==> config.mk <==
export PLATFORM = sky130hd
export DESIGN_NAME = fp_conv_arbiter_flat
export DESIGN_NICKNAME = d
export VERILOG_FILES = /design/src/rtl/fp_conv_arbiter_if.sv /design/src/rtl/fp_conv_arbiter.sv /design/src/flat_wrapper.sv
export SDC_FILE = /design/constraint.sdc
export NUM_CORES = 1
export LEC_CHECK = 0
export CORE_MARGIN = 2
export CORE_UTILIZATION = 45
export CTS_CLUSTER_DIAMETER = 120
export CTS_CLUSTER_SIZE = 20
export DETAILED_ROUTE_END_ITERATION = 7
export GPL_TIMING_DRIVEN = 1
export PLACE_DENSITY_LB_ADDON = 0.12
export SYNTH_ARGS = -nofsm -noshare
export SYNTH_HDL_FRONTEND = slang
export SYNTH_SLANG_ARGS = --single-unit
export TNS_END_PERCENT = 30
==> constraint.sdc <==
create_clock -name clk -period 5 [get_ports clk]
set_input_delay 0.5 -clock clk [delete_from_list [all_inputs] [get_ports clk]]
set_output_delay 0.5 -clock clk [all_outputs]
set_load 0.05 [all_outputs]
==> src/rtl/fp_conv_arbiter_if.sv <==
// Request/response bundle between FP producers, the shared converter and the integer consumer.
// Producers and consumer use the master modport; the converter uses the slave modport.
interface fp_conv_arbiter_if #(
    parameter int N_REQ = 4,
    parameter int ID_W  = 2
);
    logic [N_REQ-1:0]      req_valid;
    logic [13*N_REQ-1:0]   req_fp;
    logic [N_REQ-1:0]      req_ready;
    logic                  rsp_valid;
    logic                  rsp_ready;
    logic [ID_W-1:0]       rsp_id;
    logic [7:0]            rsp_integ;
    logic                  rsp_over;
    logic                  rsp_under;
    logic [7:0]            over_cnt;
    logic [7:0]            under_cnt;

    modport slave (
        input  req_valid, req_fp, rsp_ready,
        output req_ready, rsp_valid, rsp_id, rsp_integ, rsp_over, rsp_under,
               over_cnt, under_cnt
    );

    modport master (
        output req_valid, req_fp, rsp_ready,
        input  req_ready, rsp_valid, rsp_id, rsp_integ, rsp_over, rsp_under,
               over_cnt, under_cnt
    );
endinterface

==> src/rtl/fp_conv_arbiter.sv <==
// Round-robin share of one 13-bit FP to sign-magnitude int8 converter; accept at T -> rsp_valid at T+2.
// One conversion in flight; rsp_valid holds until rsp_ready. Stats counters only with FP_CONV_STATS_EN.
module fp_conv_arbiter #(
    parameter int N_REQ = 4,
    parameter int ID_W  = 2
) (
    input  logic                clk,
    input  logic                rst,
    fp_conv_arbiter_if.slave    bus
);
    typedef enum logic [1:0] {IDLE, CONV, RESP} state_t;

    state_t             r_state;
    state_t             w_state_nxt;
    logic [ID_W-1:0]    r_last_gnt;
    logic [ID_W-1:0]    r_id;
    logic [12:0]        r_fp;
    logic               r_rsp_vld;
    logic [7:0]         r_rsp_integ;
    logic               r_rsp_over;
    logic               r_rsp_under;

    logic [ID_W-1:0]    w_win;
    logic               w_found;
    logic [N_REQ-1:0]   w_req_rdy;
    logic               w_accept;
    logic               w_rsp_done;
    logic [3:0]         w_shift;
    logic [6:0]         w_mag_shift;
    logic [6:0]         w_mag;
    logic               w_over;
    logic               w_under;

    // Search starts one past the last winner so every requester gets a turn.
    always_comb begin
        w_found = 1'b0;
        w_win   = '0;
        for (int k = 1; k <= N_REQ; k++) begin
            if (!w_found && bus.req_valid[(int'(r_last_gnt) + k) % N_REQ]) begin
                w_found = 1'b1;
                w_win   = ID_W'((int'(r_last_gnt) + k) % N_REQ);
            end
        end
    end

    always_ff @(posedge clk) begin
        if (rst) r_state <= IDLE;
        else     r_state <= w_state_nxt;
    end

    always_comb begin
        w_state_nxt = r_state;
        w_req_rdy   = '0;
        w_accept    = 1'b0;
        w_rsp_done  = 1'b0;
        case (r_state)
            IDLE: begin
                if (w_found) begin
                    w_req_rdy   = N_REQ'(1) << w_win;
                    w_accept    = 1'b1;
                    w_state_nxt = CONV;
                end
            end
            CONV: w_state_nxt = RESP;
            RESP: begin
                if (bus.rsp_ready) begin
                    w_rsp_done  = 1'b1;
                    w_state_nxt = IDLE;
                end
            end
            default: w_state_nxt = IDLE;
        endcase
    end

    // Only the top bit of frac gates the result; shift is meaningful for 1<=exp<=7 only.
    always_comb begin
        w_shift     = 4'd8 - r_fp[11:8];
        w_mag_shift = 7'(r_fp[7:0] >> w_shift);
        w_mag       = '0;
        w_over      = 1'b0;
        w_under     = 1'b0;
        if (r_fp[7]) begin
            if (r_fp[11:8] > 4'd7) begin
                w_mag  = 7'h7F;
                w_over = 1'b1;
            end else if (r_fp[11:8] == 4'd0) begin
                w_under = 1'b1;
            end else begin
                w_mag = w_mag_shift;
            end
        end
    end

    always_ff @(posedge clk) begin
        if (rst) begin
            r_last_gnt  <= ID_W'(N_REQ - 1);
            r_id        <= '0;
            r_fp        <= '0;
            r_rsp_vld   <= 1'b0;
            r_rsp_integ <= '0;
            r_rsp_over  <= 1'b0;
            r_rsp_under <= 1'b0;
        end else begin
            if (w_accept) begin
                r_fp       <= bus.req_fp[13*int'(w_win) +: 13];
                r_id       <= w_win;
                r_last_gnt <= w_win;
            end
            if (r_state == CONV) begin
                r_rsp_vld   <= 1'b1;
                r_rsp_integ <= {r_fp[12], w_mag};
                r_rsp_over  <= w_over;
                r_rsp_under <= w_under;
            end
            if (w_rsp_done) r_rsp_vld <= 1'b0;
        end
    end

    assign bus.req_ready = w_req_rdy;
    assign bus.rsp_valid = r_rsp_vld;
    assign bus.rsp_id    = r_id;
    assign bus.rsp_integ = r_rsp_integ;
    assign bus.rsp_over  = r_rsp_over;
    assign bus.rsp_under = r_rsp_under;

`ifdef FP_CONV_STATS_EN
    logic [7:0] r_over_cnt;
    logic [7:0] r_under_cnt;

    // Counted at the consumer handshake, saturating at 8'hFF.
    always_ff @(posedge clk) begin
        if (rst) begin
            r_over_cnt  <= '0;
            r_under_cnt <= '0;
        end else if (w_rsp_done) begin
            if (r_rsp_over && r_over_cnt != 8'hFF)   r_over_cnt  <= r_over_cnt + 8'd1;
            if (r_rsp_under && r_under_cnt != 8'hFF) r_under_cnt <= r_under_cnt + 8'd1;
        end
    end

    assign bus.over_cnt  = r_over_cnt;
    assign bus.under_cnt = r_under_cnt;
`else
    assign bus.over_cnt  = 8'h00;
    assign bus.under_cnt = 8'h00;
`endif
endmodule

==> src/flat_wrapper.sv <==
// flat-port wrapper written by rule: the top's interface ports become plain ports
module fp_conv_arbiter_flat 
#(
    parameter int N_REQ = 4,
    parameter int ID_W  = 2
)
  (clk, rst, bus_req_valid, bus_req_fp, bus_rsp_ready, bus_req_ready, bus_rsp_valid, bus_rsp_id, bus_rsp_integ, bus_rsp_over, bus_rsp_under, bus_over_cnt, bus_under_cnt);
  fp_conv_arbiter_if #(.N_REQ(N_REQ), .ID_W(ID_W)) bus_i ();
  input  logic clk;
  input  logic rst;
  input wire logic [$bits(bus_i.req_valid)-1:0] bus_req_valid;
  input wire logic [$bits(bus_i.req_fp)-1:0] bus_req_fp;
  input wire logic [$bits(bus_i.rsp_ready)-1:0] bus_rsp_ready;
  output wire logic [$bits(bus_i.req_ready)-1:0] bus_req_ready;
  output wire logic [$bits(bus_i.rsp_valid)-1:0] bus_rsp_valid;
  output wire logic [$bits(bus_i.rsp_id)-1:0] bus_rsp_id;
  output wire logic [$bits(bus_i.rsp_integ)-1:0] bus_rsp_integ;
  output wire logic [$bits(bus_i.rsp_over)-1:0] bus_rsp_over;
  output wire logic [$bits(bus_i.rsp_under)-1:0] bus_rsp_under;
  output wire logic [$bits(bus_i.over_cnt)-1:0] bus_over_cnt;
  output wire logic [$bits(bus_i.under_cnt)-1:0] bus_under_cnt;
  assign bus_i.req_valid = bus_req_valid;
  assign bus_i.req_fp = bus_req_fp;
  assign bus_i.rsp_ready = bus_rsp_ready;
  assign bus_req_ready = bus_i.req_ready;
  assign bus_rsp_valid = bus_i.rsp_valid;
  assign bus_rsp_id = bus_i.rsp_id;
  assign bus_rsp_integ = bus_i.rsp_integ;
  assign bus_rsp_over = bus_i.rsp_over;
  assign bus_rsp_under = bus_i.rsp_under;
  assign bus_over_cnt = bus_i.over_cnt;
  assign bus_under_cnt = bus_i.under_cnt;
  fp_conv_arbiter #(.N_REQ(N_REQ), .ID_W(ID_W)) u_core (.clk(clk), .rst(rst), .bus(bus_i));
endmodule
# ---- After elaboration in Yosys (flattened, before gate mapping)
# Index checks and enable logic that the tools add are counted.
dict set report word_totals {
  ff_bits 30
  input_bits 59
  word_cells 81
  out_inout_bits 33
}
dict set report classes {
  n_eq_ne 4
  bitwise 4
  shift 3
  n_mux 37
  n_lt_le_gt_ge 5
  mul 1
  add_sub_neg 5
  reduce_logical 14
}
# cell count
set ops {}
lappend ops {{52-bit by 32-bit variable part select with 13-bit output} 1}
lappend ops {{1-bit 2-to-1 mux} 21}
lappend ops {{7-bit 2-to-1 mux} 3}
lappend ops {{3-bit by 4-bit less-than comparator with 1-bit output (second input constant)} 4}
lappend ops {{2-bit 2-to-1 mux} 6}
lappend ops {{2-bit OR reduction} 5}
lappend ops {{1-bit binary-select mux with 2-bit select} 4}
lappend ops {{4-bit 2-to-1 mux} 2}
lappend ops {{8-bit by 4-bit >> shifter with 7-bit output} 1}
lappend ops {{4-bit by 2-bit multiplier with 6-bit output (first input constant)} 1}
lappend ops {{2-bit case mux with 3 select lines} 1}
lappend ops {{2-bit by 1-bit adder with 2-bit output (second input constant)} 2}
lappend ops {{2-bit adder (second input constant)} 2}
lappend ops {{1-bit AND (first input constant)} 4}
lappend ops {{4-bit by 3-bit > comparator with 1-bit output (second input constant)} 1}
lappend ops {{4-bit zero test} 1}
lappend ops {{1-bit by 2-bit << shifter with 4-bit output (first input constant)} 1}
lappend ops {{4-bit subtractor (first input constant)} 1}
lappend ops {{1-bit logical AND} 3}
lappend ops {{1-bit zero test} 3}
lappend ops {{2-bit by 1-bit equality test with 1-bit output (second input constant)} 1}
lappend ops {{2-bit equality test (second input constant)} 1}
lappend ops {{2-bit zero test} 1}
lappend ops {{2-bit by 1-bit != test with 1-bit output (second input constant)} 1}
lappend ops {{other kinds (2)} 2}

# ---- Logic depth before layout (Yosys ltp)
dict set report depth {
  word_depth 19
  depth_mapped 9
  mapped_depth_nobuf 7
}

# ---- Worst setup path before layout
# No wires, ideal clock.
dict set report synth_path {
  path_kind {input port to output port}
  start {input bus_req_valid[3]}
  end {output bus_req_ready[0]}
  required_ps 4500
  setup_slack_ps 2374
  n_path_buf 1
  stages 5
  arrival_ps 2126
  cell_sequence {and3b_1 o31ai_2 and2_1 clkbuf_1 nor2b_1}
}
dict set report synth_between {
  elab_chain_len 16
  word_cells_on_any_way 29
  cone_classes {shift (1); mux (22); reduce/logical (6)}
}
# item line_no
set synth_lines {}
lappend synth_lines {{start: declaration} flat_wrapper.sv:11} ;# input wire logic [$bits(bus_i.req_valid)-1:0] bus_req_valid;
lappend synth_lines {{1-bit binary-select mux with 2-bit select} fp_conv_arbiter.sv:39} ;# if (!w_found && bus.req_valid[(int'(r_last_gnt) + k) % N_REQ]) begin
lappend synth_lines {{1-bit 2-to-1 mux (implied by the code) (2 in a row)} fp_conv_arbiter.sv:39}
lappend synth_lines {{1-bit 2-to-1 mux} fp_conv_arbiter.sv:39}
lappend synth_lines {{1-bit zero test} fp_conv_arbiter.sv:39}
lappend synth_lines {{1-bit logical AND} fp_conv_arbiter.sv:39}
lappend synth_lines {{1-bit 2-to-1 mux} fp_conv_arbiter.sv:39}
lappend synth_lines {{1-bit zero test} fp_conv_arbiter.sv:39}
lappend synth_lines {{1-bit logical AND} fp_conv_arbiter.sv:39}
lappend synth_lines {{1-bit 2-to-1 mux} fp_conv_arbiter.sv:39}
lappend synth_lines {{1-bit zero test} fp_conv_arbiter.sv:39}
lappend synth_lines {{1-bit logical AND} fp_conv_arbiter.sv:39}
lappend synth_lines {{2-bit 2-to-1 mux} fp_conv_arbiter.sv:39}
lappend synth_lines {{1-bit by 2-bit << shifter with 4-bit output} fp_conv_arbiter.sv:59} ;# w_req_rdy = N_REQ'(1) << w_win;
lappend synth_lines {{4-bit 2-to-1 mux (*)} fp_conv_arbiter.sv:58} ;# if (w_found) begin
lappend synth_lines {{4-bit 2-to-1 mux (*)} fp_conv_arbiter.sv:56} ;# case (r_state)
lappend synth_lines {{end: declaration} flat_wrapper.sv:14} ;# output wire logic [$bits(bus_i.req_ready)-1:0] bus_req_ready;
# Mark *: on every way between the ends. The rest lies on a longest branch, timed or not. The select of a mux whose other input is x is not followed.

# ---- Worst setup path in the final report
# Same ends and word-level chain as after synthesis.

==> impl_metrics.toml <==
[yosys]
syn_area_per_cell_sq_um = 8.49
synth_edf_count = 0
synth-seq-cells = 30
syn_area_sq_um = 2040
synth_cells = 240
async_reset_ff_frac = 0
ys.flop_type = "dfxtp_1"
synth.distinct_cells = 47
synth.largest_area_cell = "dfxtp_1"
synth_top_area_frac = 0.295
yosys-top-cells-area = "dfxtp_1 (29%), nand2_1 (8.3%), mux2i_1 (6.9%)"
yosysWarnings = 0
ys_seq_area_frac = 0.295

[pwr]
powerDensity_nw_per_um2 = 318
max-vdd-ir-drop_mv = 0.146
p_leak_uw = 0.00110

[critical_path]
rr_startpoint = "u_core.r_last_gnt[1]"
critPathCaptureType = "output port"
rrSetupSlack_ps = 2550
path_class = "input pin to output port"
reg2reg_depth = 6
slowest_delay_ps = 810
crit_start = "bus_req_valid[3]"
r2r-end = "u_core.r_fp[8]"
worstSetupStartpointType = "input pin"
worstPathMaxFanout = 12
cp.arrival_ps = 3110
cp_common_cell = "clkdlybuf4s50_1"
cp.required_ps = 4500
path_cells = "clkdlybuf4s50_1, or2_1, o31a_1, and2_1, nor2b_1, clkdlybuf4s50_1"
critPathSlowestCell = "clkdlybuf4s50_1"
crit_end = "bus_req_ready[0]"

[clocking]
holdBufCountCts = 0
tritoncts = "yes"
cts_made_buffers = 5
ctsResizeCount = 0
clk_latency_ps = 290
cts_root_buf = "clkbuf_8"
clock_path_buffers = 2
h-tree-depth = 2
clock-sinks = 30
cts_setup_buffers = 0
cts.reportedPaths.clkPinSlew_ps = 60

[place]
routabilityCongestion = 0.824
port_buffers = 75
place_hpwl_um = 3860
placed_cell_area_sq_um = 2710

[global_route]
track_usage = 0.201
grt_max_degree = 32
grt_overflow = 0
grt_pass1_vias = 1880
grt_pass1_wl_um = 8250
grt_antenna_before_repair = 0

[timing]
relSlewSlack = 0.344
fin_crit_sh = 0.723
final_max_slew_viol_count = 0
finalSetupViolCount = 0
max_freq_mhz = 277
fin_crit_ps = 3610
tightest_slew_ps = 980
finalClockSkew_ps = 6.55
final_hold_viol_count = 0
setup_tns_ps = 0
rsz0062_at_grt = "false"

[finish]
multi_input_area_sq_um = 1260
fin_util = 0.647
drive_above_1_share = 0.0841
area_delta_synth_final_pct = 38.2
stdcell_area_sq_um = 2820
nFillCells = 406
diodes = 0
nets = 368
regArea_sq_um = 601

[routing]
dr_total_vias = 1874
dr_wl_met3_um = 389
top_layer = "met4"
drt-initial-drc-count = 79
ant_nets = 0
via_per_inst = 5.19
wirelength_um = 4950
first_pass_iters = 4
wl_met1_um = 2200
wl_per_cell_um = 13.7
drcViolationCount = 0
wl_met2_um = 2290

[min_path]
hold_class = "register to register"
worstHoldStart = "u_core.bus.rsp_over"

[die]
die-area_sq_um = 5080
coreArea_sq_um = 4350
die_h_um = 71.3
io_pins = 92
start_util = 0.468
die_x_um = 71.3
rows = 24

[status]
outcome = "finished clean"

[flow_run]
maxCapViolCount = 0
==> layout make-up <==
class,instances,area share
inverter,7,0.00933
sequential,30,0.213
tap,52,0.0231
multi-input combinational,188,0.446
clock buffer,8,0.0391
timing repair buffer,76,0.269
==> kinds of logic (layout without fill, tap and decap cells) <==
logic type,count (synthesis),count (layout),share of synthesized area
compound gates,67,67,0.257
mux,23,23,0.137
fa+ha+maj,1,1,0.00614
buf+inv,37,91,0.116
flops,30,30,0.295
simple gates,80,80,0.184
other cells,1,16,0.00184
xor+xnor,1,1,0.00430
==> through the flow <==
step / hold slack [ps] / worst slack (ps) / cells / power [uW]
detailed placement: 446 / 1380 / 353 / 672
global placement: 442 / 1420 / 353 / 668
finish: 454 / 1390 / 361 / 897
global route: 490 / 1190 / 361 / 947
floorplan: 432 / 2370 / 255 / 582
CTS: 455 / 1380 / 361 / 905
==> power breakdown <==
part / switching [uW] / internal [uW]
clock network: 90.8 / 139
logic: 202 / 161
registers: 35.1 / 269
total: 328 / 569
==> worst min-delay path by stage <==
| stage | end | depth (start not counted) |
|---|---|---|
| final | u_core.bus.rsp_over | 2 |
| after global routing | u_core.bus.rsp_id[1] | 2 |
| after CTS | u_core.bus.rsp_over | 2 |
| after detailed placement | u_core.bus.rsp_over | 2 |
| after global placement | u_core.bus.rsp_over | 2 |
| after floorplan | u_core.bus.rsp_integ[7] | 2 |
==> synthesized netlist by cell type (2+ instances only) <==
master and count:
o21bai_1 9, nand2b_1 2, mux2i_1 14, mux4_2 3
a311oi_1 6, or3_1 3, buf_4 16, dfxtp_1 30
mux2_2 5, and2_1 3, buf_2 3, a21boi_0 8
nor2_1 11, a31oi_1 7, o31ai_2 2, buf_6 3
nand3b_1 3, a211oi_1 8, a22oi_1 2, o21ai_0 2
nor2b_1 4, nand2_1 45, a21oi_1 9, o221ai_1 5
nor3_1 2, clkbuf_1 7, a311oi_2 2, inv_1 7
==> worst max-delay path, delay by kind of cell <==
kind            cells  cell delay, ps
simple gates        3             810
buf+inv             2            1390
compound gates      1             400
==> metal layers <==
| layer | global-route usage | vias to the layer above |
|---|---|---|
| met4 | 0.0692 | 0 |
| met1 | 0.243 | 823 |
| met5 | 0 | - |
| met2 | 0.337 | 75 |
| li1 | - | 970 |
| met3 | 0.0647 | 6 |
==> registers in the layout (all words and copies together) (netlist names) <==
name,cells
u_core.bus.rsp_over,1
u_core.bus.rsp_under,1
u_core.r_state,2
u_core.bus.rsp_integ,8
u_core.r_fp,13
u_core.r_last_gnt,2
u_core.bus.rsp_id,2
u_core.bus.rsp_valid,1
==> layout by cell type, fill, tap and decap left out, drive strengths merged, types with 2 or more instances in the layout <==
cell and count:
nor2 11, mux2i 14, a21oi 9, clkbuf 8, nor2b 4, dfxtp 30
inv 7, a21boi 8, conb 16, o21bai 9, and2 3, clkdlybuf4s50 75
a31oi 8, or3 3, nand3b 3, nor3 2, mux4 3, nand2b 2
o221ai 5, mux2 6, o21ai 2, o31ai 2, a311oi 8, a22oi 2
nand2 45, a211oi 8
No activity file was read; power rests on OpenSTA's default activity.
